File: config.mk
export PLATFORM = sky130hd
export DESIGN_NAME = ccff_bitstream_loader
export DESIGN_NICKNAME = d
export VERILOG_FILES = /design/src/rtl/ccff_bitstream_loader.sv
export SDC_FILE = /design/constraint.sdc
export NUM_CORES = 1
export LEC_CHECK = 0
export ABC_AREA = 1
export BUFFER_PORTS_ARGS = -buffer_cell sky130_fd_sc_hd__buf_2
export CORE_MARGIN = 4
export CORE_UTILIZATION = 40
export DETAILED_ROUTE_END_ITERATION = 10
export PLACE_DENSITY = 0.57
export SLEW_MARGIN = 5
export SYNTH_ARGS = -nofsm -noshare
export SYNTH_HDL_FRONTEND = slang
export SYNTH_SLANG_ARGS = --single-unit
File: constraint.sdc
create_clock -name prog_clk -period 1.9 [get_ports prog_clk]
set_clock_uncertainty 0.15 [all_clocks]
set_input_delay 0.475 -clock prog_clk [delete_from_list [all_inputs] [get_ports prog_clk]]
set_output_delay 0.475 -clock prog_clk [all_outputs]
set_load 0.02 [all_outputs]
File: src/rtl/ccff_bitstream_loader.sv
`timescale 1ns/1ps
// ccff_bitstream_loader
// Serialises bitstream words onto the configuration flip-flop chain head and
// packs the chain tail back into readback words.
//
// Ports
//   prog_clk, prog_rst_n   programming clock, async active-low reset
//   start                  begin a load (IDLE only)
//   word_data/valid/ready  bitstream word handshake, bit 0 shifted first
//   ccff_head, ccff_en     serial data and shift enable into the chain
//   ccff_tail              serial data out of the chain
//   tail_data, tail_valid  packed readback word, LSB = first captured bit
//   busy, done             load in progress / one-cycle completion pulse
//
// state | meaning
// IDLE  | waiting for start
// FETCH | word_ready high, waiting for a word
// SHIFT | one chain bit per cycle from the shift register
// FIN   | done pulse, back to IDLE
module ccff_bitstream_loader #(
  parameter int WORD_W    = 8,
  parameter int CHAIN_LEN = 1024,
  localparam int CNT_W    = $clog2(CHAIN_LEN + 1)
) (
  input  logic              prog_clk,
  input  logic              prog_rst_n,
  input  logic              start,
  input  logic [WORD_W-1:0] word_data,
  input  logic              word_valid,
  output logic              word_ready,
  output logic              ccff_head,
  output logic              ccff_en,
  input  logic              ccff_tail,
  output logic [WORD_W-1:0] tail_data,
  output logic              tail_valid,
  output logic              busy,
  output logic              done
);

  localparam int WC_W = $clog2(WORD_W + 1);
  localparam int PK_W = (WORD_W > 1) ? $clog2(WORD_W) : 1;

  typedef enum logic [1:0] {IDLE, FETCH, SHIFT, FIN} state_t;

  state_t            state_q, state_d;
  logic [CNT_W-1:0]  remaining_q;
  logic [WC_W-1:0]   word_left_q;
  logic [WORD_W-1:0] shreg_q;
  logic [PK_W-1:0]   pack_cnt_q;
  logic [WORD_W-1:0] tail_acc_q, tail_acc_nxt;
  logic              last_bit, word_end, pack_end;

  assign last_bit = (remaining_q == CNT_W'(1));
  assign word_end = (word_left_q == WC_W'(1));
  assign pack_end = (pack_cnt_q == PK_W'(WORD_W - 1));

  always_ff @(posedge prog_clk or negedge prog_rst_n) begin
    if (!prog_rst_n) state_q <= IDLE;
    else             state_q <= state_d;
  end

  always_comb begin
    state_d    = state_q;
    word_ready = 1'b0;
    ccff_en    = 1'b0;
    ccff_head  = 1'b0;
    done       = 1'b0;
    busy       = (state_q != IDLE);
    case (state_q)
      IDLE:  if (start) state_d = FETCH;
      FETCH: begin
        word_ready = 1'b1;
        if (word_valid) state_d = SHIFT;
      end
      SHIFT: begin
        ccff_en   = 1'b1;
        ccff_head = shreg_q[0];
        if (word_end) state_d = last_bit ? FIN : FETCH;
      end
      FIN: begin
        done    = 1'b1;
        state_d = IDLE;
      end
      default: state_d = IDLE;
    endcase
  end

  // Word datapath: remaining and word_left are down-counters; a partial final
  // word loads word_left with the residue so its upper bits never shift out.
  always_ff @(posedge prog_clk or negedge prog_rst_n) begin
    if (!prog_rst_n) begin
      remaining_q <= '0;
      word_left_q <= '0;
      shreg_q     <= '0;
    end else begin
      case (state_q)
        IDLE: if (start) remaining_q <= CNT_W'(CHAIN_LEN);
        FETCH: if (word_valid) begin
          shreg_q <= word_data;
          if (32'(remaining_q) < WORD_W) word_left_q <= WC_W'(remaining_q);
          else                           word_left_q <= WC_W'(WORD_W);
        end
        SHIFT: begin
          shreg_q     <= shreg_q >> 1;
          remaining_q <= remaining_q - CNT_W'(1);
          word_left_q <= word_left_q - WC_W'(1);
        end
        default: ;
      endcase
    end
  end

  always_comb begin
    tail_acc_nxt             = tail_acc_q;
    tail_acc_nxt[pack_cnt_q] = ccff_tail;
  end

  // Readback packing; the accumulator is cleared whenever a word is emitted,
  // which leaves the unfilled upper bits of a partial final word at 0.
  always_ff @(posedge prog_clk or negedge prog_rst_n) begin
    if (!prog_rst_n) begin
      pack_cnt_q <= '0;
      tail_acc_q <= '0;
      tail_data  <= '0;
      tail_valid <= 1'b0;
    end else begin
      tail_valid <= 1'b0;
      if (state_q == IDLE && start) begin
        pack_cnt_q <= '0;
        tail_acc_q <= '0;
      end else if (ccff_en) begin
        if (pack_end || last_bit) begin
          tail_data  <= tail_acc_nxt;
          tail_valid <= 1'b1;
          pack_cnt_q <= '0;
          tail_acc_q <= '0;
        end else begin
          tail_acc_q <= tail_acc_nxt;
          pack_cnt_q <= pack_cnt_q + PK_W'(1);
        end
      end
    end
  end

endmodule

==> results.ini, run 1 <==
[status]
status=finished, final reports clean

[drt]
drtPass1Iterations=4
post_drt_wl_per_cell_um=12.9
drcViolationCount=0
antenna_left=0
drt_iter0_drc=88
drt-total-wl_um=5100
vias=1944
via_per_inst=4.93

[sta]
period_share=0.991
finalCriticalPeriod_ps=1880
setup_viol=0
worst_pin_slew_ps=313
slew_headroom=0.790
holdWs_ps=238
rsz0062_at_grt=yes
tns_ps=0
drv_slew=0
hold_violations=0
fmax_mhz=531

[placed_design]
numPlacedInstances=385
gp_congestion=0.814
dpl.hpwl_um=3690
portBuffers=26

[global_route]
antenna_found_initial=0
grt_pass1_wl_um=9030
grt_pass1_vias=1868
gr-total-overflow=0
grt_max_degree=46
grt_use_total=0.155

[die]
core_area_um2=5680
die-height_um=85.5
io_pins=27
initial_core_util=0.424
fp.dieW_um=85.5
rows=27
die_area_um2=7310

[synthesis]
syn_area_um2=2400
yosys.area_share.simple=0.301
yosysSeqAreaShare=0.469
synth.area.top_cells=dfrtp_1 (47%), nand2_1 (15%), nand3_1 (7.1%), o21ai_0 (4.0%), inv_1 (3.7%)
synth_most_common_cell=nand2_1
synth_top_family_by_area=simple AND/OR/NAND/NOR gates
yosysTopAreaCellShare=0.469
syn_inst=290
synth.avg_cell_area_um2=8.29
synth_compound_gate_area_share=0.108
ys_seq_elements=45
yosys_warnings=0
ys_types=32
synthMuxAreaShare=0.00416
synth_common_cells=nand2_1 (97), dfrtp_1 (45), nand3_1 (34)
synth_edf_count=0
synthesis.nets=309
async_flop_share=1.00
synthAdderAreaFrac=0.0312
synthXorXnorAreaFrac=0.00364
synth_flop_cell=dfrtp_1
yosys.area.top_type=dfrtp_1

[power_and_ir_drop]
leakage_uw=0.00133
p_per_area_nw_per_um2=1630
irDropWorstVdd_uv=780
totalPowerFinal_uw=4440

[worst_setup_path]
start_kind=flop
critPathKind=flop to output port
crit_fanout=5
critPathRequiredTime_ps=1270
endpoint_kind=output port
crit_arrival_ps=1260

[final_layout]
n_antenna_cell=0
fin_cells=394
drive_gt1_frac=0.217
fillers=572
syn_to_final_growth_pct=13.5
nNetsFinal=340

[clocking]
clockBufferDepth=2
cts_buffers=5
cts_tree=done
cts.sinks=45
cts_max_level=2
cts_setup_buffers=0
clk_latency_ps=300
path_clk_slew_ps=90
cts_root_buf=clkbuf_8

[job]
drv_cap=0

[hold_path]
min_path_type=primary input to flop

==> logic make-up after synthesis <==
family	after synthesis
buffers and inverters	36
muxes	1
xor gates and xnor gates	1
adders and majority gates	6
and+or+nand+nor	163
DFF	45
AOI/OAI and AO/OA	38
==> layout make-up <==
type / count / area (µm²) / area share
Tap cell: 72 / 90.1 / 0.0330
Timing Repair Buffer: 31 / 198 / 0.0724
Clock inverter: 3 / 46.3 / 0.0170
Multi-Input combinational cell: 209 / 1090 / 0.398
Clock buffer: 5 / 68.8 / 0.0252
Inverter: 29 / 111 / 0.0408
Sequential cell: 45 / 1130 / 0.414
==> layout by cell type (no fill, tap or decap), types with 6 or more instances in the layout <==
cell type and n:
nand2_1 97, dfrtp_1 43, nand3_1 34, buf_2 25, inv_1 23, o21ai_0 19
nor2_1 13, nor2_2 8, o21ai_2 7, ha_1 6
==> metal layers <==
metal | up-vias | part of all wire | global-route usage
met2 | 30 | 0.44 | 0.229
met1 | 902 | 0.50 | 0.224
met5 | - | 0 | 0
li1 | 1004 | - | -
met4 | 0 | 0.017 | 0.0518
met3 | 8 | 0.041 | 0.0346
==> timing repair <==
item,4_1_cts,5_1_grt
setup endpoints to repair,2,2
cloned,0,0
hold endpoints to repair,34,0
resized for setup,3,3
hold buffers,1,0
==> registers in the layout, indices dropped and copies added (netlist names) <==
signal,count
word_left_q,4
remaining_q,11
tail_valid,1
state_q,2
tail_acc_q,8
shreg_q,8
pack_cnt_q,3
tail_data,8
==> worst paths after layout <==
kind	depth (start not counted)	from	slack [ps]	end
max in group asynchronous	3	prog_rst_n	850	state_q[1]
min reg2reg	2	tail_data[6]	330	tail_data[6]
min	3	word_data[6]	240	shreg_q[6]
min in group asynchronous	3	prog_rst_n	520	shreg_q[0]
max	3	state_q[1]	20	ccff_en
max reg2reg	10	remaining_q[1]	220	tail_data[1]
==> critical path, stage by stage (launching register included) <==
cell and delay [ps]:
dfrtp_2 450, inv_2 50, nor2_2 230, buf_2 230
==> power breakdown <==
part	total, µW	switching [µW]	internal (µW)
registers	1670	322	1350
logic	2020	1340	681
clock network	747	353	394
==> stage by stage <==
stage / setup WS [ps] / area, µm² / util
final: 17.5 / 2730 / 0.481
after CTS: -5.30 / 2720 / 0.480
after global placement: 250 / 2590 / 0.457
after detailed placement: 210 / 2590 / 0.457
after global routing: -53.7 / 2730 / 0.481
after floorplan: 301 / 2400 / -
No activity file was read; power rests on OpenSTA's default activity.
==> inputs of run 2 (changes only) <==
--- a/config.mk
+++ b/config.mk
@@ -7,6 +7,7 @@
 export LEC_CHECK = 0
 export ABC_AREA = 1
 export BUFFER_PORTS_ARGS = -buffer_cell sky130_fd_sc_hd__buf_2
+export CAP_MARGIN = 40
 export CORE_MARGIN = 4
 export CORE_UTILIZATION = 40
 export DETAILED_ROUTE_END_ITERATION = 10
==> constraint.sdc (replaced) <==
create_clock -name prog_clk -period 2.4 [get_ports prog_clk]
set_clock_uncertainty 0.15 [all_clocks]
set_input_delay 0.6 -clock prog_clk [delete_from_list [all_inputs] [get_ports prog_clk]]
set_output_delay 0.6 -clock prog_clk [all_outputs]
set_load 0.02 [all_outputs]
==> results.ini, run 2 (synthesized netlist as in run 1, its figures left out) <==
[clocking]
cts_root_buf=clkbuf_8
cts_buffers=5
clockBufferDepth=2
cts_hold_buf=0
path_clk_slew_ps=90
cts_tree=done
cts_max_level=2
clk_latency_ps=300
ctsResizeCount=0
cts.sinks=45
cts_setup_buffers=0

[global_route]
gr-total-overflow=0
grt_pass1_vias=1980
grt_use_total=0.150
antenna_found_initial=0
grt_max_degree=24
grt_pass1_wl_um=9000

[drt]
post_drt_wl_per_cell_um=12.7
antenna_left=0
drtPass1Iterations=4
via_per_inst=4.89
vias=1938
drcViolationCount=0
drt-total-wl_um=5040
drt_iter0_drc=67

[die]
io_pins=27
core_area_um2=5680
die-height_um=85.5
rows=27
initial_core_util=0.424
fp.dieW_um=85.5
die_area_um2=7310

[final_layout]
n_antenna_cell=0
drive_gt1_frac=0.213
final_cell_mix=nand2_1 (97), dfrtp_1 (45), nand3_1 (34), buf_2 (26), inv_1 (24)
utilization=0.472
nNetsFinal=342
largest_register_ffs=11
syn_to_final_growth_pct=11.5
fillers=570
mostFrequentLayoutCell=nand2_1
regMostFlops=remaining_q

[worst_setup_path]
start_kind=flop
crit_arrival_ps=1360
crit_fanout=9
critPathKind=flop to output port
r2r_cells=8
endpoint_kind=output port
critPathRequiredTime_ps=1650

[status]
status=finished, final reports clean

[power_and_ir_drop]
irDropWorstVdd_uv=433
p_per_area_nw_per_um2=1260
p_int_uw=1810
seqPwrFrac=0.391
p_sw_uw=1560
p_comb_frac=0.467
switching_share=0.463
pwr-share-clk=0.142
leakage_uw=0.00132

[sta]
period_share=0.879
finalCriticalPeriod_ps=2110
worst_pin_slew_ps=588
setup_viol=0
slew_headroom=0.607
hold_violations=0
drv_slew=0
tns_ps=0
fmax_mhz=474
rsz0062_at_grt=no

[hold_path]
min_path_type=primary input to async pin

[job]
drv_cap=0

[placed_design]
gp_congestion=0.773
portBuffers=26
dpl.hpwl_um=3800

run 2: path summary, 6_finish.rpt:
path / start / end / slack, ps
worst max-delay path: state_q[0] / ccff_head / 290
worst min-delay path: prog_rst_n / state_q[0] / 130
worst max register to register: remaining_q[1] / tail_acc_q[0] / 460
worst min register to register: tail_data[1] / tail_data[1] / 320
max in group asynchronous: prog_rst_n / tail_data[1] / 1330
min in group prog_clk: tail_data[1] / tail_data[1] / 320
run 2: cell type report:
type / count / area [µm²] / share of cell area
well taps: 72 / 90.1 / 0.0336
flip-flops and latches: 45 / 1130 / 0.420
repair buffers: 33 / 183 / 0.0682
clock inverters: 3 / 22.5 / 0.00840
inverters: 29 / 111 / 0.0416
clock buffers: 5 / 68.8 / 0.0257
multi-input cells: 209 / 1080 / 0.402
run 2: stage by stage:
stage | power, µW | cells | hold WS [ps] | cell area, µm² | setup slack [ps]
finish | 3370 | 396 | 127 | 2680 | 291
global route | 3700 | 396 | 154 | 2680 | 171
CTS | 3420 | 396 | 138 | 2680 | 276
detailed placement | 2920 | 388 | 303 | 2590 | 446
global placement | 2890 | 388 | 304 | 2590 | 504
floorplan | 2540 | 290 | 154 | 2400 | 676
run 2: power groups by stage:
| stage | sequential [µW] | clock [µW] | combinational (µW) |
|---|---|---|---|
| 4_1_cts | 1320 | 506 | 1600 |
| 2_1_floorplan | 1360 | 0 | 1180 |
| 3_3_place_gp | 1330 | 0 | 1570 |
| 3_5_place_dp | 1330 | 0 | 1590 |
| 6_report | 1320 | 478 | 1570 |
| 5_1_grt | 1370 | 539 | 1800 |
run 2: worst max-delay path: stages, from the launching register on:
cell	delay, ps
dfrtp_1	440
inv_1	140
nand2_2	180
nor2_1	130
buf_2	180
run 2: routing by layer:
| layer | GRT usage | vias to the layer above | share of wire |
|---|---|---|---|
| met4 | 0.0388 | 0 | 0.012 |
| met1 | 0.197 | 900 | 0.49 |
| li1 | - | 1007 | - |
| met3 | 0.0317 | 6 | 0.033 |
| met5 | 0 | - | 0 |
| met2 | 0.253 | 25 | 0.46 |
